<file path="config.mk">
export PLATFORM = sky130hd
export DESIGN_NAME = mem_stage3
export DESIGN_NICKNAME = d
export VERILOG_FILES = /design/src/rtl/stage3_pkg.sv /design/src/rtl/mem_stage3_req_fifo.sv /design/src/rtl/mem_stage3.sv
export SDC_FILE = /design/constraint.sdc
export NUM_CORES = 2
export LEC_CHECK = 0
export BUFFER_PORTS_ARGS = -buffer_cell sky130_fd_sc_hd__buf_2
export CAP_MARGIN = 10
export CELL_PAD_IN_SITES_DETAIL_PLACEMENT = 0
export CELL_PAD_IN_SITES_GLOBAL_PLACEMENT = 2
export CORE_ASPECT_RATIO = 0.6
export CORE_MARGIN = 2
export CORE_UTILIZATION = 39
export CTS_BUF_LIST = sky130_fd_sc_hd__clkbuf_2 sky130_fd_sc_hd__clkbuf_4 sky130_fd_sc_hd__clkbuf_8
export DETAILED_ROUTE_END_ITERATION = 6
export HOLD_SLACK_MARGIN = 0.1
export PLACE_DENSITY_LB_ADDON = 0.1
export SLEW_MARGIN = 40
export SYNTH_ARGS = -nofsm -noshare
export SYNTH_HDL_FRONTEND = slang
export SYNTH_SLANG_ARGS = --single-unit
</file>
<file path="constraint.sdc">
create_clock -name clk -period 7 [get_ports clk]
set_clock_uncertainty 0.2 [all_clocks]
set_input_delay 1.05 -clock clk [delete_from_list [all_inputs] [get_ports clk]]
set_output_delay 1.05 -clock clk [all_outputs]
set_load 0.02 [all_outputs]
</file>
<file path="src/rtl/stage3_pkg.sv">
// Shared types for the memory-access stage: request record, FSM states, legality rule.
// Latency: n/a (types and pure functions only).
// Backpressure: n/a.
package stage3_pkg;

    localparam int WORD_BYTES = 4;
    localparam int REQ_ADDR_W = 9;

    typedef struct packed {
        logic                  instr;
        logic [REQ_ADDR_W-1:0] addr;
        logic [31:0]           wdata;
        logic [3:0]            wstrb;
    } mem_req_t;

    typedef enum logic {
        ST_RUN,
        ST_FAULT
    } st_e;

    // Misaligned word access, or an instruction fetch that tries to store.
    function automatic logic req_illegal(input mem_req_t r);
        return (r.addr[1:0] != 2'b00) || (r.instr && (r.wstrb != 4'b0000));
    endfunction

endpackage

</file>
<file path="src/rtl/mem_stage3_req_fifo.sv">
// Small circular request queue; pop data is the registered head entry.
// Latency: pushed entry is visible at the head one cycle after the push edge.
// Backpressure: caller must not push when full unless popping in the same cycle.
module req_fifo
    import stage3_pkg::*;
#(
    parameter int DEPTH = 2
) (
    input  logic     clk,
    input  logic     reset,
    input  logic     push,
    input  mem_req_t push_dat,
    input  logic     pop,
    output mem_req_t pop_dat,
    output logic     full,
    output logic     empty
);

    localparam int PTR_W = (DEPTH > 1) ? $clog2(DEPTH) : 1;
    localparam int CNT_W = $clog2(DEPTH + 1);

    mem_req_t             store_q [DEPTH];
    mem_req_t             store_d [DEPTH];
    logic     [PTR_W-1:0] wr_ptr_q, wr_ptr_d;
    logic     [PTR_W-1:0] rd_ptr_q, rd_ptr_d;
    logic     [CNT_W-1:0] cnt_q, cnt_d;

    always_comb begin
        store_d  = store_q;
        wr_ptr_d = wr_ptr_q;
        rd_ptr_d = rd_ptr_q;
        if (push) begin
            store_d[wr_ptr_q] = push_dat;
            wr_ptr_d = (wr_ptr_q == PTR_W'(DEPTH - 1)) ? '0 : wr_ptr_q + 1'b1;
        end
        if (pop) begin
            rd_ptr_d = (rd_ptr_q == PTR_W'(DEPTH - 1)) ? '0 : rd_ptr_q + 1'b1;
        end
        cnt_d = cnt_q + CNT_W'(push) - CNT_W'(pop);
    end

    always_ff @(posedge clk) begin
        if (reset) begin
            wr_ptr_q <= '0;
            rd_ptr_q <= '0;
            cnt_q    <= '0;
        end else begin
            wr_ptr_q <= wr_ptr_d;
            rd_ptr_q <= rd_ptr_d;
            cnt_q    <= cnt_d;
        end
    end

    // Payload needs no reset: it is only observed while the count says valid.
    always_ff @(posedge clk) begin
        store_q <= store_d;
    end

    assign pop_dat = store_q[rd_ptr_q];
    assign full    = (cnt_q == CNT_W'(DEPTH));
    assign empty   = (cnt_q == '0);

endmodule

</file>
<file path="src/rtl/mem_stage3.sv">
// Memory-access stage: queues requests and services them from a byte-writable word RAM.
// Latency: accept at edge N, response valid after edge N+1 when queue empty and slot free.
// Backpressure: head issues only when the response slot frees; req_ready drops when queue full.
module mem_stage3
    import stage3_pkg::*;
#(
    parameter int ADDR_W      = 9,
    parameter int DEPTH_WORDS = 128,
    parameter int QDEPTH      = 2
) (
    input  logic              clk,
    input  logic              reset,
    input  logic              req_valid,
    output logic              req_ready,
    input  logic              req_instr,
    input  logic [ADDR_W-1:0] req_addr,
    input  logic [31:0]       req_wdata,
    input  logic [3:0]        req_wstrb,
    output logic              rsp_valid,
    input  logic              rsp_ready,
    output logic [31:0]       rsp_rdata,
    output logic              rsp_instr,
    output logic              fault,
    output logic [15:0]       req_count
);

    localparam int IDX_W = ADDR_W - 2;

    logic [31:0] mem [DEPTH_WORDS];

    mem_req_t   in_req, head;
    logic       q_full, q_empty;
    logic       issue, accept, illegal, push;
    logic       head_is_write;
    logic [IDX_W-1:0] head_idx;

    st_e         st_q, st_d;
    logic        rsp_valid_q, rsp_valid_d;
    logic [31:0] rsp_rdata_q, rsp_rdata_d;
    logic        rsp_instr_q, rsp_instr_d;
    logic [15:0] req_count_q, req_count_d;

    assign in_req = '{instr: req_instr, addr: req_addr, wdata: req_wdata, wstrb: req_wstrb};

    assign issue         = !q_empty && (!rsp_valid_q || rsp_ready);
    assign req_ready     = (st_q == ST_RUN) && (!q_full || issue);
    assign accept        = req_valid && req_ready;
    assign illegal       = req_illegal(in_req);
    assign push          = accept && !illegal;
    assign head_is_write = (head.wstrb != 4'b0000);
    assign head_idx      = IDX_W'(head.addr / WORD_BYTES);

    req_fifo #(
        .DEPTH(QDEPTH)
    ) u_req_fifo (
        .clk     (clk),
        .reset   (reset),
        .push    (push),
        .push_dat(in_req),
        .pop     (issue),
        .pop_dat (head),
        .full    (q_full),
        .empty   (q_empty)
    );

    always_comb begin
        st_d        = st_q;
        rsp_valid_d = rsp_valid_q && !rsp_ready;
        rsp_rdata_d = rsp_rdata_q;
        rsp_instr_d = rsp_instr_q;
        req_count_d = req_count_q + 16'(accept);
        if (accept && illegal) begin
            st_d = ST_FAULT;
        end
        // Read data is sampled before this edge's write, so a read sees the old word.
        if (issue) begin
            rsp_valid_d = 1'b1;
            rsp_instr_d = head.instr;
            rsp_rdata_d = head_is_write ? 32'h0 : mem[head_idx];
        end
    end

    always_ff @(posedge clk) begin
        if (reset) begin
            st_q        <= ST_RUN;
            rsp_valid_q <= 1'b0;
            rsp_rdata_q <= 32'h0;
            rsp_instr_q <= 1'b0;
            req_count_q <= 16'h0;
        end else begin
            st_q        <= st_d;
            rsp_valid_q <= rsp_valid_d;
            rsp_rdata_q <= rsp_rdata_d;
            rsp_instr_q <= rsp_instr_d;
            req_count_q <= req_count_d;
        end
    end

    always_ff @(posedge clk) begin
        if (!reset && issue && head_is_write) begin
            for (int k = 0; k < 4; k++) begin
                if (head.wstrb[k]) begin
                    mem[head_idx][8*k +: 8] <= head.wdata[8*k +: 8];
                end
            end
        end
    end

    assign rsp_valid = rsp_valid_q;
    assign rsp_rdata = rsp_rdata_q;
    assign rsp_instr = rsp_instr_q;
    assign fault     = (st_q == ST_FAULT);
    assign req_count = req_count_q;

endmodule
</file>
# After elaboration in Yosys (flattened, before gate mapping)
# Memories as Yosys holds them, arrays and structs flattened.
# Cells that the tools add are included.
# word_totals
mem_bits_rw	4096
reg_bits	147
memories	1
out_inout_bits	52
input_bits	50
# op_classes
n_eq_ne	1
reduce_logical	23
mux	22
bitwise	3
n_lt_le_gt_ge	3
addsub	5
# memory_table
name	words	width	rd	rd_ports_with_merged_regs	wr	line	rtl
mem	128	32	1	0	1	mem_stage3.sv:29	logic [31:0] mem [DEPTH_WORDS];
# ops
op	count
$mux 46	4
$bwmux 92	1
$demux 46 s1	1
$mux 32	1
$add 16x1->16	1
$mux 1	15
$logic_and 1x1->1	10
$reduce_bool 4->1	2
$logic_not 1->1	6
$ge 2x2->1 const B	2
$not 1->2	2
$logic_or 1x1->1	3
$add 1x1->1 const B	2
$add 2x1->2	1
$eq 2x2->1 const B	1
$logic_not 2->1	1
$lt 2x1->1 const B	1
$reduce_bool 2->1	1
$sub 2x1->2	1
$not 1->1	1

# Logic depth before layout (Yosys ltp)
# depth
word_depth	9
mapped_depth	12
depth_no_buf	11

# By module
# Synthesis repeated with hierarchy kept, for this count alone.
# unflattened
cells_unflattened	9994
hier_area_um2	164616.6
# modules_own_cells
module	cells_each	seq_area_each_um2	instances	area_each_um2
mem_stage3	9832	124018.9	1	160966.9
req_fifo	162	2842.7	1	3649.8

# Least setup slack after synthesis
# OpenSTA, ideal clock, no wires.
# synth_timing
path_kind	input to register
startpoint	input rsp_ready
endpoint	register u_req_fifo.store_q[46] (netlist bit), enable pin
t_arrival_ns	4.774
setup_ns	0.500
slack_ns	1.526
n_path_buf	0
cell_stages	4
path_cell_list	nor2b_1 > a31oi_1 > nand2_1 > nor3_1
# synth_between
elab_chain_cells	6
# synth_lines
element	line	rtl
from (decl)	mem_stage3.sv:20	input logic rsp_ready,
$logic_or 1x1->1	mem_stage3.sv:45	assign issue = !q_empty && (!rsp_valid_q || rsp_ready);
$logic_and 1x1->1	mem_stage3.sv:45	
$logic_or 1x1->1	mem_stage3.sv:46	assign req_ready = (st_q == ST_RUN) && (!q_full || issue);
$logic_and 1x1->1	mem_stage3.sv:46	
named net req_ready	mem_stage3.sv:14	output logic req_ready,
$logic_and 1x1->1	mem_stage3.sv:47	assign accept = req_valid && req_ready;
$logic_and 1x1->1	mem_stage3.sv:49	assign push = accept && !illegal;
to (signal assigned)	mem_stage3_req_fifo.sv:56	store_q <= store_d;
to (decl)	mem_stage3_req_fifo.sv:22	mem_req_t store_q [DEPTH];
# The timed path passes the listed nets, and every way through them passes these cells.
# A chain may end at the register's enable or synchronous reset.

# Final worst setup path
# layout_timing
startpoint	register u_req_fifo.rd_ptr_q
endpoint	register rsp_rdata_q[27] (netlist: rsp_rdata[27])
# layout_between
elab_chain_cells	6
word_cells_on_any_way	7
# layout_lines
element	line	rtl
from (decl)	mem_stage3_req_fifo.sv:25	logic [PTR_W-1:0] rd_ptr_q, rd_ptr_d;
from (signal assigned)	mem_stage3_req_fifo.sv:49	rd_ptr_q <= rd_ptr_d;
$not 1->2 (implied by the code) *	mem_stage3_req_fifo.sv:59	assign pop_dat = store_q[rd_ptr_q];
$mux 46 (implied by the code) * (3 in series)	mem_stage3_req_fifo.sv:59	
$mem_v2 128x32 / $reduce_bool 4->1 (equally long branches)	-	
$mux 32 *	mem_stage3.sv:79	rsp_rdata_d = head_is_write ? 32'h0 : mem[head_idx];
to (signal assigned)	mem_stage3.sv:93	rsp_rdata_q <= rsp_rdata_d;
to (decl)	mem_stage3.sv:39	logic [31:0] rsp_rdata_q, rsp_rdata_d;
# Mark *: on every way between the ends. The rest lies on a longest branch, timed or not. The select of a mux whose other input is x is not followed.

==> metrics.sh <==
CRIT_PATH_END_KIND='flip-flop'
TIMING.FINAL.WS_SETUP_NS=1.736
HOLD_VIOLATIONS=0
DRCVIOLATIONCOUNT=0
GRT.OVERFLOW.TOTAL=0
VDD.IR_DROP.WORST_mV=0.2165
HOLD-PATH-ENDPOINT='u_req_fifo.store_q[71]$_DFFE_PP_'
SYNTH.TOP_CELL.AREA_SHARE=0.8070
DIE-WIDTH_UM=819.7
MAXIMUM_NUMBER_OF_PINS_ON_ONE_NET_BEFORE_GLOBAL_ROUTE_REPAIR=136
CTS_TREE='done'
GRT_SETUP_UNREPAIRED='no'
CELLPOWERDENSITY_nW_PER_UM2=331.6
BOUNDARYPINS=102
HOLD-PATH-CELL-COUNT=1
YOSYSWARNINGCOUNT=0
WORST_SLEW_PIN_SLEW_NS=1.072
POST_DRT_VIA_CELL_RATIO=6.019
DPL_WORST_SLACK_NS=1.840
CRIT_REQUIRED_NS=7.83
RUN_STATUS='completed'
FIRST_PASS_GRT_WIRE_LENGTH_MM=744.1
MAX_SLEW_MARGIN=0.2852
SYNTH_NETS=9418
DRT_ITER0_MARKERS=12084
POST-CTS-SETUP-BUFFERS=0
CTS.SINKS=4239
RR_ENDPOINT='rsp_rdata[27]$_SDFFE_PP0P_'
YOSYS_MOST_USED_DFF='sky130_fd_sc_hd__edfxtp_1'
ROUTED-VIA-COUNT=93962
PERIOD_MINUS_SLACK_NS=5.264
NUMBER_OF_RESIZED_INSTANCES_IN_THE_POST_CTS_REPAIR_STEP=0
CP_DATA_ARRIVAL_TIME_NS=6.10
CRITICAL_PATH.STARTPOINT_TYPE='flip-flop'
INITIAL_UTIL=0.3923
ANTENNA_VIOLATING_NETS_POST_ROUTE=0
TIMING.FMAX_MHz=190.0
YOSYS.CELL_COUNT.TOP_TYPE='sky130_fd_sc_hd__edfxtp_1'
WORSTSETUPPATHTYPE='flip-flop to flip-flop'
NUMCTSBUFFERS=646
ROWS=179
CRIT_PATH_MAX_FANOUT=45
POST_ROUTE_CELLS_DRIVE_ABOVE_1_SHARE=0.1750
HOLD_PATH_STARTPOINT='req_wdata[21]'
HOLD-WORST-SLACK_NS=0.1865
NUMBER_OF_CELLS_PRODUCED_BY_SYNTHESIS=9364
MAXCAPVIOLATIONS=0
SYN_AVG_CELL_AREA_UM2=16.63
FF2FF_SETUP_SLACK_NS=1.74
INSERTION_DELAY_NS=1.11
AREA.GROWTH.SYNTH_TO_FINAL_PCT=14.01
GRT_ANTENNA_BEFORE_REPAIR=34
FINAL.SETUP.TNS_NS=0
SYNTHDISTINCTLIBCELLS=54
PORT_BUFFERS=101
FLOORPLAN.DIE.HEIGHT_UM=493.4
CTS.HTREE.LEVELS=6
CLOCK_SLEW_SEEN_BY_THE_REGISTERS_OF_THE_WORST_SETUP_AND_HOLD_PATHS_NS=0.07
AVGROUTEDWIREPERCELL_UM=34.72
WORSTHOLDPATHTYPE='input port to flip-flop'
VIA_COUNT_OF_THE_FIRST_GLOBAL_ROUTING_PASS=89503
NETLIST_AREA_UM2=155700
P_LEAK_nW=54.67
NETLIST.TOP_CELL.BY_AREA='sky130_fd_sc_hd__edfxtp_1'
SETUP-VIOLATIONS-FINAL=0
YS_FF_LATCH=4239
FINAL_CORE_UTIL=0.4473
FINAL_CYCLE_UTILIZATION_OF_THE_CRITICAL_PATH=0.7521
CLOCK-ROOT-BUFFER='sky130_fd_sc_hd__clkbuf_8'
SYNTH_AREA_LEADERS='sky130_fd_sc_hd__edfxtp_1, sky130_fd_sc_hd__o22ai_1, sky130_fd_sc_hd__nand2_1'
FLOORPLAN.CORE_AREA_UM2=396900
DPL_HPWL_MM=328.1
MAX_SLEW_VIOLATION_COUNT=0
FINALNETCOUNT=9831
WL_MM=542.0
ITERATION_COUNT_OF_THE_INITIAL_DETAILED_ROUTING_PASS=5
REG2REGPATHDEPTH=9
CLOCK_TREE.BUFFER_DEPTH=4
SYNTH-ASYNC-RESET-RATIO=0
GP_CONGESTION=0.8298
CRITICAL_PATH.REG2REG.STARTPOINT='u_req_fifo.rd_ptr_q$_SDFFE_PP0P_'
FP.DIEAREA_UM2=404500
NUMBER_OF_ENABLE_FLIP_FLOP_CELLS_AFTER_SYNTHESIS=4184
SYNTH_SEQ_AREA_SHARE=0.8140
GLOBALROUTETOTALUTIL=0.2604
YOSYS-TOP-CELLS-COUNT='sky130_fd_sc_hd__edfxtp_1, sky130_fd_sc_hd__o22ai_1, sky130_fd_sc_hd__nand2_1'
==> what timing repair did <==
action / in CTS / in global routing
hold endpoints to repair: 84 / 0
hold buffers: 46 / 0
endpoints found under the setup margin: 0 / 0
==> power breakdown <==
group	internal [W]	total [W]	leakage (nW)	switching [W]
Sequential	0.0294	0.0295	38.0	0.000105
Clock	0.0102	0.0200	6.37	0.00983
Combinational	0.00200	0.00933	10.3	0.00732
Total	0.0416	0.0589	54.7	0.0173
==> registers in the layout (all words and copies together) (netlist names), 2 cells and up <==
| register | flops |
|---|---|
| u_req_fifo.store_q | 88 |
| req_count | 16 |
| u_req_fifo.cnt_q | 2 |
| mem | 4096 |
| rsp_rdata | 32 |
==> area by class of cell <==
type	instances	area [µm²]
Antenna cell	11	27.53
Clock buffer	895	10920
Clock inverter	236	1179
Fill cell	34791	219400
Inverter	6	22.52
Multi-Input combinational cell	4456	28070
Sequential cell	4239	126700
Tap cell	5339	6680
Timing Repair Buffer	428	3870
==> placed cells by master (no fill, tap or decap), drive strengths merged, types with 6 or more instances in the layout <==
cell / n
a21oi: 36
a22oi: 6
a31oi: 134
a32o: 33
a32oi: 135
a41oi: 34
and3: 13
buf: 382
clkbuf: 895
clkinv: 201
clkinvlp: 24
dfxtp: 55
diode: 11
dlygate4sd3: 46
edfxtp: 4184
inv: 13
mux2: 33
mux2i: 206
nand2: 874
nand2b: 9
nand3: 280
nand4: 31
nor2: 538
nor2b: 15
nor3: 8
nor4: 151
o21a: 31
o21ai: 53
o22ai: 1548
o41ai: 246
xnor2: 7
xor2: 10
==> critical path: stages, from the launching register on <==
cell and delay, ns:
sky130_fd_sc_hd__dfxtp_4 0.83, sky130_fd_sc_hd__nand2b_1 0.31, sky130_fd_sc_hd__o22a_4 0.75, sky130_fd_sc_hd__buf_4 0.56, sky130_fd_sc_hd__buf_4 0.42, sky130_fd_sc_hd__o22ai_1 0.13
sky130_fd_sc_hd__o41ai_1 0.62, sky130_fd_sc_hd__a41oi_1 0.50, sky130_fd_sc_hd__a21oi_1 0.47, sky130_fd_sc_hd__a32o_1 0.23
==> per-stage QoR <==
stage / instances / power, W / instance area (µm²)
floorplan: 9364 / 0.03429 / 155700
global placement: 14394 / 0.03894 / 163100
detailed placement: 14410 / 0.03914 / 164100
CTS: 15587 / 0.05899 / 176700
global route: 15600 / 0.06060 / 177500
finish: 15610 / 0.05886 / 177500
==> worst max path at each step <==
stage	start	to	slack (ns)	cells past startpoint
2_1_floorplan	rsp_ready	u_req_fifo.store_q[46]$_DFFE_PP_	1.53	4
3_3_place_gp	u_req_fifo.rd_ptr_q$_SDFFE_PP0P_	rsp_rdata[5]$_SDFFE_PP0P_	1.27	9
3_5_place_dp	u_req_fifo.rd_ptr_q$_SDFFE_PP0P_	rsp_rdata[23]$_SDFFE_PP0P_	1.84	8
4_1_cts	u_req_fifo.rd_ptr_q$_SDFFE_PP0P_	rsp_rdata[23]$_SDFFE_PP0P_	1.82	8
5_1_grt	u_req_fifo.rd_ptr_q$_SDFFE_PP0P_	rsp_rdata[30]$_SDFFE_PP0P_	1.53	9
6_report	u_req_fifo.rd_ptr_q$_SDFFE_PP0P_	rsp_rdata[27]$_SDFFE_PP0P_	1.74	9
==> logic make-up (layout without fill, tap and decap cells) <==
| logic type | Yosys count | in the layout | share of synthesized area |
|---|---|---|---|
| compound gates | 2273 | 2273 | 0.09895 |
| xor+xnor | 17 | 17 | 0.0009563 |
| fa+ha+maj | 4 | 4 | 0.0003215 |
| buf+inv | 669 | 1565 | 0.01778 |
| flops | 4239 | 4239 | 0.8140 |
| mux | 239 | 239 | 0.01568 |
| other cells | 0 | 11 | 0 |
| simple gates | 1923 | 1923 | 0.05228 |
==> per-layer routing <==
| layer | up-vias | GRT usage | share of wire |
|---|---|---|---|
| met5 | - | 0 | 0.000050 |
| met4 | 4 | 0.05116 | 0.019 |
| li1 | 39085 | - | - |
| met1 | 49636 | 0.4255 | 0.48 |
| met2 | 4631 | 0.3545 | 0.41 |
| met3 | 606 | 0.05567 | 0.090 |
No activity file was read; power rests on OpenSTA's default activity.
